File: src/rtl/lcd_pkg.sv
// Shared definitions for the 8080-style LCD bus receiver.
//   - Command codes recognised by the receiver.
//   - Receiver state encoding (RAMWRC reuses the RAMWR state).
//   - RGB565 packing / field slice helpers.
package lcd_pkg;

  localparam logic [7:0] CMD_SWRESET = 8'h01;
  localparam logic [7:0] CMD_CASET   = 8'h2A;
  localparam logic [7:0] CMD_PASET   = 8'h2B;
  localparam logic [7:0] CMD_RAMWR   = 8'h2C;
  localparam logic [7:0] CMD_RAMWRC  = 8'h3C;

  typedef enum logic [2:0] {
    IDLE,
    CASET,
    PASET,
    RAMWR,
    SKIP
  } lcd_rx_state_t;

  // First bus byte carries the upper half of the RGB565 word.
  function automatic logic [15:0] rgb565_pack(input logic [7:0] hi, input logic [7:0] lo);
    return {hi, lo};
  endfunction

  function automatic logic [4:0] rgb565_r(input logic [15:0] p);
    return p[15:11];
  endfunction

  function automatic logic [5:0] rgb565_g(input logic [15:0] p);
    return p[10:5];
  endfunction

  function automatic logic [4:0] rgb565_b(input logic [15:0] p);
    return p[4:0];
  endfunction

endpackage

File: src/rtl/lcd_bus_sync.sv
// Synchronizer for the asynchronous LCD bus pins plus write-strobe edge detect.
// Ports:
//   clk, resetN          sampling clock, async active-low reset
//   db_i, wr_i, d_c_i,   raw bus pins
//   rd_i, rst_i
//   db_s, d_c_s          data byte and D/C from the final synchronizer stage
//   rd_s, rst_s          synchronized read strobe and panel reset (active low)
//   wr_evt               one-cycle pulse on a synchronized wr rising edge
module lcd_bus_sync #(
  parameter int SYNC_STAGES = 2
) (
  input  logic       clk,
  input  logic       resetN,
  input  logic [7:0] db_i,
  input  logic       wr_i,
  input  logic       d_c_i,
  input  logic       rd_i,
  input  logic       rst_i,
  output logic [7:0] db_s,
  output logic       d_c_s,
  output logic       rd_s,
  output logic       rst_s,
  output logic       wr_evt
);

  localparam int W = 12;
  // Idle bus levels {rst, rd, d_c, wr, db}: strobes and panel reset high, so
  // leaving reset never fakes a write edge, a read or a soft reset.
  localparam logic [W-1:0] REST_LVL = {1'b1, 1'b1, 1'b0, 1'b1, 8'h00};

  logic [W-1:0] sync_q [SYNC_STAGES];
  logic         wr_prev_q;

  always_ff @(posedge clk or negedge resetN) begin
    if (!resetN) begin
      for (int i = 0; i < SYNC_STAGES; i++) sync_q[i] <= REST_LVL;
      wr_prev_q <= 1'b1;
    end else begin
      sync_q[0] <= {rst_i, rd_i, d_c_i, wr_i, db_i};
      for (int i = 1; i < SYNC_STAGES; i++) sync_q[i] <= sync_q[i-1];
      wr_prev_q <= sync_q[SYNC_STAGES-1][8];
    end
  end

  // All fields leave the same stage, so db/d_c line up with the wr edge.
  assign db_s   = sync_q[SYNC_STAGES-1][7:0];
  assign d_c_s  = sync_q[SYNC_STAGES-1][9];
  assign rd_s   = sync_q[SYNC_STAGES-1][10];
  assign rst_s  = sync_q[SYNC_STAGES-1][11];
  assign wr_evt = sync_q[SYNC_STAGES-1][8] & ~wr_prev_q;

endmodule

File: src/rtl/lcd_8080_receiver.sv
// Panel-side responder for the 8-bit 8080 LCD bus. Decodes CASET/PASET window
// commands and RAMWR/RAMWRC pixel streams, emitting one pixel per two bytes.
// Ports:
//   clk, resetN                  100 MHz clock, async active-low reset
//   lcd_db/wr/d_c/rd/reset       asynchronous bus pins
//   pix_valid, pix_x/y, pix_rgb  pixel write pulse with position and colour
//   cmd_valid, cmd_code          pulse per command byte, last command
//   frame_done                   pulse with the pixel that wraps past (xe,ye)
//   bus_err                      sticky: read strobe seen
module lcd_8080_receiver
  import lcd_pkg::*;
#(
  parameter int PANEL_W     = 320,
  parameter int PANEL_H     = 240,
  parameter int SYNC_STAGES = 2
) (
  input  logic                       clk,
  input  logic                       resetN,
  input  logic [7:0]                 lcd_db,
  input  logic                       lcd_wr,
  input  logic                       lcd_d_c,
  input  logic                       lcd_rd,
  input  logic                       lcd_reset,
  output logic                       pix_valid,
  output logic [$clog2(PANEL_W)-1:0] pix_x,
  output logic [$clog2(PANEL_H)-1:0] pix_y,
  output logic [15:0]                pix_rgb,
  output logic                       cmd_valid,
  output logic [7:0]                 cmd_code,
  output logic                       frame_done,
  output logic                       bus_err
);

  localparam int XW = $clog2(PANEL_W);
  localparam int YW = $clog2(PANEL_H);
  localparam logic [XW-1:0] X_MAX = XW'(PANEL_W - 1);
  localparam logic [YW-1:0] Y_MAX = YW'(PANEL_H - 1);

  logic [7:0] db_s;
  logic       d_c_s, rd_s, rst_s, wr_evt;

  lcd_bus_sync #(.SYNC_STAGES(SYNC_STAGES)) u_sync (
    .clk   (clk),
    .resetN(resetN),
    .db_i  (lcd_db),
    .wr_i  (lcd_wr),
    .d_c_i (lcd_d_c),
    .rd_i  (lcd_rd),
    .rst_i (lcd_reset),
    .db_s  (db_s),
    .d_c_s (d_c_s),
    .rd_s  (rd_s),
    .rst_s (rst_s),
    .wr_evt(wr_evt)
  );

  function automatic logic [XW-1:0] clip_x(input logic [15:0] v);
    if (v > 16'(PANEL_W - 1)) return X_MAX;
    return v[XW-1:0];
  endfunction

  function automatic logic [YW-1:0] clip_y(input logic [15:0] v);
    if (v > 16'(PANEL_H - 1)) return Y_MAX;
    return v[YW-1:0];
  endfunction

  lcd_rx_state_t state_q, state_d;
  logic [XW-1:0] xs_q, xs_d, xe_q, xe_d, x_q, x_d, pix_x_q, pix_x_d;
  logic [YW-1:0] ys_q, ys_d, ye_q, ye_d, y_q, y_d, pix_y_q, pix_y_d;
  logic [23:0]   par_q, par_d;   // first three params: SC_hi, SC_lo, EC_hi
  logic [2:0]    cnt_q, cnt_d;
  logic [7:0]    hi_q, hi_d, cmd_code_q, cmd_code_d;
  logic          half_q, half_d;
  logic [15:0]   pix_rgb_q, pix_rgb_d;
  logic          pix_valid_q, pix_valid_d, cmd_valid_q, cmd_valid_d;
  logic          frame_done_q, frame_done_d, bus_err_q, bus_err_d;
  logic [15:0]   sc, ec;
  logic [XW-1:0] cx_lo, cx_hi;
  logic [YW-1:0] cy_lo, cy_hi;

  // State register
  always_ff @(posedge clk or negedge resetN) begin
    if (!resetN) state_q <= IDLE;
    else         state_q <= state_d;
  end

  // Next-state logic
  always_comb begin
    state_d = state_q;
    if (!rst_s) begin
      state_d = IDLE;
    end else if (wr_evt) begin
      if (!d_c_s) begin
        case (db_s)
          CMD_CASET:              state_d = CASET;
          CMD_PASET:              state_d = PASET;
          CMD_RAMWR, CMD_RAMWRC:  state_d = RAMWR;
          CMD_SWRESET:            state_d = IDLE;
          default:                state_d = SKIP;
        endcase
      end else if ((state_q == CASET || state_q == PASET) && cnt_q == 3'd3) begin
        state_d = SKIP;
      end
    end
  end

  assign sc    = par_q[23:8];
  assign ec    = {par_q[7:0], db_s};
  assign cx_lo = clip_x(sc);
  assign cx_hi = clip_x(ec);
  assign cy_lo = clip_y(sc);
  assign cy_hi = clip_y(ec);

  // Datapath and output logic
  always_comb begin
    xs_d = xs_q; xe_d = xe_q; ys_d = ys_q; ye_d = ye_q;
    x_d = x_q; y_d = y_q; par_d = par_q; cnt_d = cnt_q;
    hi_d = hi_q; half_d = half_q;
    pix_x_d = pix_x_q; pix_y_d = pix_y_q; pix_rgb_d = pix_rgb_q;
    cmd_code_d = cmd_code_q;
    pix_valid_d = 1'b0; cmd_valid_d = 1'b0; frame_done_d = 1'b0;
    bus_err_d = bus_err_q | ~rd_s;

    if (!rst_s) begin
      // Soft reset wins over a simultaneous write; only bus_err survives.
      xs_d = '0; xe_d = X_MAX; ys_d = '0; ye_d = Y_MAX;
      x_d = '0; y_d = '0; par_d = '0; cnt_d = '0; hi_d = '0; half_d = 1'b0;
      pix_x_d = '0; pix_y_d = '0; pix_rgb_d = '0; cmd_code_d = '0;
    end else if (wr_evt) begin
      if (!d_c_s) begin
        cmd_valid_d = 1'b1;
        cmd_code_d  = db_s;
        half_d      = 1'b0;
        cnt_d       = '0;
        if (db_s == CMD_RAMWR) begin
          x_d = xs_q;
          y_d = ys_q;
        end else if (db_s == CMD_SWRESET) begin
          xs_d = '0; xe_d = X_MAX; ys_d = '0; ye_d = Y_MAX;
          x_d = '0; y_d = '0;
        end
      end else begin
        case (state_q)
          CASET, PASET: begin
            if (cnt_q != 3'd4) cnt_d = cnt_q + 3'd1;
            case (cnt_q)
              3'd0: par_d[23:16] = db_s;
              3'd1: par_d[15:8]  = db_s;
              3'd2: par_d[7:0]   = db_s;
              3'd3: begin
                if (state_q == CASET) begin
                  xs_d = cx_lo;
                  xe_d = (cx_lo > cx_hi) ? cx_lo : cx_hi;
                end else begin
                  ys_d = cy_lo;
                  ye_d = (cy_lo > cy_hi) ? cy_lo : cy_hi;
                end
              end
              default: ;
            endcase
          end
          RAMWR: begin
            if (!half_q) begin
              hi_d   = db_s;
              half_d = 1'b1;
            end else begin
              half_d      = 1'b0;
              pix_valid_d = 1'b1;
              pix_rgb_d   = rgb565_pack(hi_q, db_s);
              pix_x_d     = x_q;
              pix_y_d     = y_q;
              if (x_q == xe_q) begin
                x_d = xs_q;
                if (y_q == ye_q) begin
                  y_d          = ys_q;
                  frame_done_d = 1'b1;
                end else begin
                  y_d = y_q + YW'(1);
                end
              end else begin
                x_d = x_q + XW'(1);
              end
            end
          end
          default: ;
        endcase
      end
    end
  end

  always_ff @(posedge clk or negedge resetN) begin
    if (!resetN) begin
      xs_q <= '0; xe_q <= X_MAX; ys_q <= '0; ye_q <= Y_MAX;
      x_q <= '0; y_q <= '0; par_q <= '0; cnt_q <= '0;
      hi_q <= '0; half_q <= 1'b0;
      pix_x_q <= '0; pix_y_q <= '0; pix_rgb_q <= '0; cmd_code_q <= '0;
      pix_valid_q <= 1'b0; cmd_valid_q <= 1'b0; frame_done_q <= 1'b0;
      bus_err_q <= 1'b0;
    end else begin
      xs_q <= xs_d; xe_q <= xe_d; ys_q <= ys_d; ye_q <= ye_d;
      x_q <= x_d; y_q <= y_d; par_q <= par_d; cnt_q <= cnt_d;
      hi_q <= hi_d; half_q <= half_d;
      pix_x_q <= pix_x_d; pix_y_q <= pix_y_d; pix_rgb_q <= pix_rgb_d;
      cmd_code_q <= cmd_code_d;
      pix_valid_q <= pix_valid_d; cmd_valid_q <= cmd_valid_d;
      frame_done_q <= frame_done_d; bus_err_q <= bus_err_d;
    end
  end

  assign pix_valid  = pix_valid_q;
  assign pix_x      = pix_x_q;
  assign pix_y      = pix_y_q;
  assign pix_rgb    = pix_rgb_q;
  assign cmd_valid  = cmd_valid_q;
  assign cmd_code   = cmd_code_q;
  assign frame_done = frame_done_q;
  assign bus_err    = bus_err_q;

endmodule

File: config.mk
export PLATFORM = sky130hd
export DESIGN_NAME = lcd_8080_receiver
export DESIGN_NICKNAME = d
export VERILOG_FILES = /design/src/rtl/lcd_pkg.sv /design/src/rtl/lcd_bus_sync.sv /design/src/rtl/lcd_8080_receiver.sv
export SDC_FILE = /design/constraint.sdc
export NUM_CORES = 1
export LEC_CHECK = 0
export CAP_MARGIN = 40
export CORE_ASPECT_RATIO = 0.7
export CORE_MARGIN = 5
export CORE_UTILIZATION = 45
export CTS_CLUSTER_SIZE = 14
export DETAILED_ROUTE_END_ITERATION = 8
export PLACE_DENSITY = 0.62
export SYNTH_ARGS = -nofsm -noshare
export SYNTH_HDL_FRONTEND = slang
export SYNTH_SLANG_ARGS = --single-unit
export TNS_END_PERCENT = 5
File: constraint.sdc
create_clock -name clk -period 5.9 [get_ports clk]
set_input_delay 1.18 -clock clk [delete_from_list [all_inputs] [get_ports clk]]
set_output_delay 1.18 -clock clk [all_outputs]
set_load 0.03 [all_outputs]
# [Yosys cells after proc, flatten, opt, wreduce, memory -nomap -nowiden]
# Index checks and enable logic that the tools add are counted.
[classes] addsub=3 magnitude_cmp=6 n_eq_ne=36 mux=121 bitwise=4 n_reduce_logical=18
[op_table] op="two-way mux 8 bit" n=45
[op_table] op="two-way mux 9 bit" n=33
[op_table] op="two-way mux 24 bit" n=4
[op_table] op="two-way mux 16 bit" n=5
[op_table] op="!= test 3 bit (second input constant)" n=12
[op_table] op="equality test 8 x 6 -> 1 bit (second input constant)" n=4
[op_table] op="greater-than comparator 16 x 8 -> 1 bit (second input constant)" n=2
[op_table] op="greater-than comparator 16 x 9 -> 1 bit (second input constant)" n=2
[op_table] op="two-way mux 3 bit" n=9
[op_table] op="two-way mux 1 bit" n=24
[op_table] op="AND reduction 4 bit" n=6
[op_table] op="!= test 2 bit (second input constant)" n=9
[op_table] op="equality test 3 x 2 -> 1 bit (second input constant)" n=4
[op_table] op="case mux 3 bit (4 select lines)" n=1
[op_table] op="AND reduction 6 bit" n=2
[op_table] op="adder 9 x 1 -> 9 bit (second input constant)" n=1
[op_table] op="equality test 9 bit" n=1
[op_table] op="greater-than comparator 9 bit" n=1
[op_table] op="adder 8 x 1 -> 8 bit (second input constant)" n=1
[op_table] op="equality test 8 x 1 -> 1 bit (second input constant)" n=1
[op_table] op="equality test 8 bit" n=1
[op_table] op="greater-than comparator 8 bit" n=1
[op_table] op="equality test 3 x 1 -> 1 bit (second input constant)" n=2
[op_table] op="AND reduction 2 bit" n=3
[op_table] op="other kinds (12)" n=14
[word_totals] reg_bits=160 input_bits=14 out_inout_bits=45

# [Logic depth before layout (Yosys ltp)]
[logic_depth] word_depth=11 mapped_depth=13 ltp_nobuf=11

# [By module]
# A second synthesis with hierarchy kept.
[hier_totals] cells_unflattened=683 area_unflattened_um2=7571.0
[by_module_without_submodules] module="lcd_8080_receiver" n_inst=1 cells_per_inst=649 area_per_inst_um2=6862.8
[by_module_without_submodules] module="lcd_bus_sync" n_inst=1 cells_per_inst=34 area_per_inst_um2=708.2

# [Worst setup path after synthesis]
# OpenSTA, ideal clock, no wires.
[synth_timing] kind="reg2reg" startpoint="register par_q[20]" endpoint="register ye_q[4]" setup_time_ns=0.126 arrival_ns=3.104 t_required_ns=5.774 slack_ns=2.670 stages_incl_launch_ff=12 path_buffers=0 synth_period_minus_slack_ns=3.230 path_cell_list="dfrtp_1 -> or4_1 -> nor3_1 -> o21ai_0 -> nor2_1 -> inv_1 -> ha_1 -> a21o_1 -> a21oi_1 -> o211ai_1 -> and3b_1 -> a221o_1"
[synth_via] elab_chain_cells=11
[synth_lines] item="start, declared" line_no="lcd_8080_receiver.sv:70" rtl="logic [23:0] par_q, par_d;"
[synth_lines] item="start signal, assigned" line_no="lcd_8080_receiver.sv:194" rtl="x_q <= '0; y_q <= '0; par_q <= '0; cnt_q <= '0;"
[synth_lines] item="start signal, assigned" line_no="lcd_8080_receiver.sv:201" rtl="x_q <= x_d; y_q <= y_d; par_q <= par_d; cnt_q <= cnt_d;"
[synth_lines] item="greater-than comparator 16 x 8 -> 1 bit (*)" line_no="lcd_8080_receiver.sv:63" rtl="if (v > 16'(PANEL_H - 1)) return Y_MAX;"
[synth_lines] item="two-way mux 1 bit (*)" line_no="lcd_8080_receiver.sv:63"
[synth_lines] item="two-way mux 8 bit (*)" line_no="lcd_8080_receiver.sv:64" rtl="return v[YW-1:0];"
[synth_lines] item="greater-than comparator 8 bit" line_no="lcd_8080_receiver.sv:156" rtl="ye_d = (cy_lo > cy_hi) ? cy_lo : cy_hi;"
[synth_lines] item="two-way mux 8 bit (*)" line_no="lcd_8080_receiver.sv:156"
[synth_lines] item="two-way mux 8 bit (*)" line_no="lcd_8080_receiver.sv:151" rtl="if (state_q == CASET) begin"
[synth_lines] item="two-way mux 8 bit (*)" line_no="lcd_8080_receiver.sv:146" rtl="case (cnt_q)"
[synth_lines] item="two-way mux 8 bit (*)" line_no="lcd_8080_receiver.sv:143" rtl="case (state_q)"
[synth_lines] item="two-way mux 8 bit (*)" line_no="lcd_8080_receiver.sv:130" rtl="if (!d_c_s) begin"
[synth_lines] item="two-way mux 8 bit (*)" line_no="lcd_8080_receiver.sv:129" rtl="end else if (wr_evt) begin"
[synth_lines] item="two-way mux 8 bit (*)" line_no="lcd_8080_receiver.sv:124" rtl="if (!rst_s) begin"
[synth_lines] item="end signal, assigned" line_no="lcd_8080_receiver.sv:193" rtl="xs_q <= '0; xe_q <= X_MAX; ys_q <= '0; ye_q <= Y_MAX;"
[synth_lines] item="end signal, assigned" line_no="lcd_8080_receiver.sv:200" rtl="xs_q <= xs_d; xe_q <= xe_d; ys_q <= ys_d; ye_q <= ye_d;"
[synth_lines] item="end, declared" line_no="lcd_8080_receiver.sv:69" rtl="logic [YW-1:0] ys_q, ys_d, ye_q, ye_d, y_q, y_d, pix_y_q, pix_y_d;"
# Every way passes the cells marked *; elsewhere a longest branch is shown, timed or not. The select of a mux whose other input is x is not followed.
# A chain may end at the register's enable or synchronous reset.

# [Worst setup path in the final report]
[layout_timing] startpoint="register par_q[20]" endpoint="register ye_q[6]"
# The elaborated chain is that of the path after synthesis.

==> impl_metrics.tcl <==
set metrics [dict create \
    status "finished, final reports clean" \
    cts_hold_buffers 0 \
    syn_nets 771 \
    period_needed_ps 3903 \
    die-area_mm2 0.02014 \
    crit_arrival_ps 4230 \
    clockRootBuffer "clkbuf_16" \
    cts_sinks 160 \
    die_w_um 167.5 \
    finalSetupViolations 0 \
    ant_nets 0 \
    synth.area.top_cells "dfrtp_1 45%, dfstp_2 7.1%, mux2_2 4.9%" \
    synth_warnings 0 \
    core_mm2 0.01712 \
    end_kind "register" \
    yosysTopAreaCell "dfrtp_1" \
    hold_ws_ps 346.7 \
    syn_avg_cell_area_um2 10.66 \
    cts.clk_slew.worst_paths_ps 60 \
    worst-path-max-fanout 10 \
    nNetsFinal 817 \
    post_cts_buffers 0 \
    cts_buffer_depth 2 \
    first_pass_iters 5 \
    viasPerCell 5.746 \
    grt_max_degree 58 \
    required_ps 6230 \
    row_count 40 \
    synth_top_area_share_pct 44.52 \
    postLayoutCellArea_mm2 0.009183 \
    ys_seq_area_share_pct 51.58 \
    port_buffers 58 \
    hold_class "register to register" \
    rsz0062_at_grt "false" \
    critical_path_class "register to register" \
    grt_pass1_wl_um 32370 \
    placed_area_mm2 0.008568 \
    fin_skew_ps 7.653 \
    relSlewSlack_pct 46.60 \
    cts_tree "yes" \
    drive_above_1_share_pct 14.02 \
    routed_wl_um 19940 \
    h-tree-depth 4 \
    dp_hpwl_um 14220 \
    power_density_mw_per_mm2 284.9 \
    worstMarginPinSlew_ps 801.0 \
    ys_ff_latch 160 \
    synth-edff-count 0 \
    grt_antenna_before_repair 0 \
    maxSlewViolCount 0 \
    slowest_stage "nor3_1" \
    fmax_ghz 0.2562 \
    syn_to_final_growth_pct 17.52 \
    wl_per_cell_um 19.49 \
    vias 5878 \
    synth_cells 733 \
    ys.flop_type "dfrtp_1" \
    initial_utilization_pct 45.65 \
    finalSetupTns_ps 0 \
    drc 0 \
    startpoint_type "register" \
    cts_buffers 17 \
    crit_path_cell_trace "or4_1 -> nor3_1 -> o21ai_0 -> nor2_1 -> inv_1 -> ha_1 -> nand3_1 -> nor2_1 -> a32oi_1 -> a2111oi_0 -> a221oi_1" \
    ir_drop_uv 179.4 \
    maxCapViolations 0 \
    synth_most_common_cell "dfrtp_1" \
    io_pins 59 \
    gp_congestion 0.9431 \
    ys_async_sr_fraction_pct 100.0 \
    grt_pass1_vias 5754 \
    fill_cells 1494 \
    syn_area_mm2 0.007814 \
    clock_latency_ps 430 \
    crit_top_cell "nor2_1" \
    hold_viol_final 0 \
    min_period_over_period_pct 66.15 \
    synthDistinctLibCells 73 \
    drtIter0Drc 482 \
    die_y_um 120.3 \
    rrSetupSlack_ps 2000 \
    grt-ovfl-total 0 \
    synth_commonest_cells "139 x dfrtp_1, 67 x nand2_1, 48 x nor2_1" \
    diodes 0 \
    cts_resized 0 \
    p_leak_nw 3.984 \
    critPathMaxStageDelay_ps 590 \
    finalPower_mw 2.616 \
    grt_usage_pct 20.35 \
]
-- placed cells by master (no fill, tap or decap), types with 4 or more instances in the layout --
cell type / count
a21o_1: 5
nand2_1: 67
a2111oi_0: 8
clkbuf_16: 17
o211ai_1: 19
nor3_1: 14
ha_1: 24
dfstp_2: 21
nor2b_1: 7
and2_1: 13
nand4_1: 10
a22o_1: 34
nand2b_1: 4
xor2_1: 9
buf_4: 8
clkdlybuf4s50_1: 57
a21boi_0: 8
xnor2_1: 11
dfrtp_1: 139
nand3_1: 21
inv_1: 45
and3_1: 5
mux2_2: 34
nand4b_1: 4
o21ai_0: 21
a211oi_1: 11
o2bb2ai_1: 10
nor2_1: 48
a221oi_1: 11
or2_2: 4
a21oi_1: 19
nor4_1: 6
-- state kept, by name, summed over array words and instances (netlist names), 9 cells and up --
register	cells
par_q	24
pix_rgb	16
pix_x	9
u_sync.sync_q	13
x_q	9
xe_q	9
xs_q	9
-- per-layer routing --
layer | up-vias | part of all wire [%] | GRT usage, %
met5 | - | 0 | 0
met4 | 0 | 1.3 | 5.423
met3 | 23 | 4.8 | 4.673
met2 | 150 | 43 | 29.20
met1 | 2947 | 51 | 30.93
li1 | 2758 | - | -
-- worst max-delay path: cells and delay by family (launching register included) --
family                   cells  cell delay (ps)
AND/OR/NAND/NOR              5             1600
flip-flops                   1              370
buffers and inverters        1               80
adder cells (fa/ha/maj)      1              300
AO/OA/AOI/OAI                4             1470
-- logic make-up (layout without fill, tap and decap cells) --
group           count (synthesis)  after routing  synth area share (%)
compound gates                183            183                 17.95
xor+xnor                       20             20                 2.242
fa+ha+maj                      24             24                 3.843
buf+inv                        86            145                 4.772
flops                         160            160                 51.58
mux                            37             37                 5.284
simple gates                  223            223                 14.33
-- area by class of cell --
| class | count | area, um2 | area share [%] |
|---|---|---|---|
| clock inverter | 12 | 157.7 | 1.717 |
| timing repair buffer | 68 | 664.4 | 7.235 |
| tap | 231 | 289.0 | 3.148 |
| sequential | 160 | 4030 | 43.89 |
| multi-input combinational | 487 | 3416 | 37.20 |
| clock buffer | 20 | 456.7 | 4.973 |
| inverter | 45 | 168.9 | 1.839 |
-- stage by stage --
stage               instances  setup slack [ps]  utilization, %
finish                   1023              1997           53.65
CTS                      1023              2075           53.65
detailed placement        991              2088           50.06
global route             1023              1625           53.65
global placement          987              2188           49.84
floorplan                 733              2670               -
-- worst paths after layout --
| kind | from | end | cells past startpoint |
|---|---|---|---|
| max | par_q[20]$_DFFE_PN0P_ | ye_q[6]$_DFFE_PN1P_ | 11 |
| min | u_sync.sync_q[15]$_DFF_PN0_ | u_sync.db_s[3]$_DFF_PN0_ | 0 |
| max reg2reg | par_q[20]$_DFFE_PN0P_ | ye_q[6]$_DFFE_PN1P_ | 11 |
| min reg2reg | u_sync.sync_q[15]$_DFF_PN0_ | u_sync.db_s[3]$_DFF_PN0_ | 0 |
| max in group asynchronous | resetN | cmd_valid$_DFF_PN0_ | 2 |
| min in group asynchronous | resetN | y_q[0]$_DFFE_PN0P_ | 1 |
-- report_power, final --
part | internal, mW | total, mW | leakage, nW | switching (mW)
Clock | 0.690 | 1.14 | 0.293 | 0.451
Combinational | 0.102 | 0.288 | 1.63 | 0.187
Sequential | 1.14 | 1.19 | 2.06 | 0.0480
Note: power is estimated with default switching activity, not from simulation.
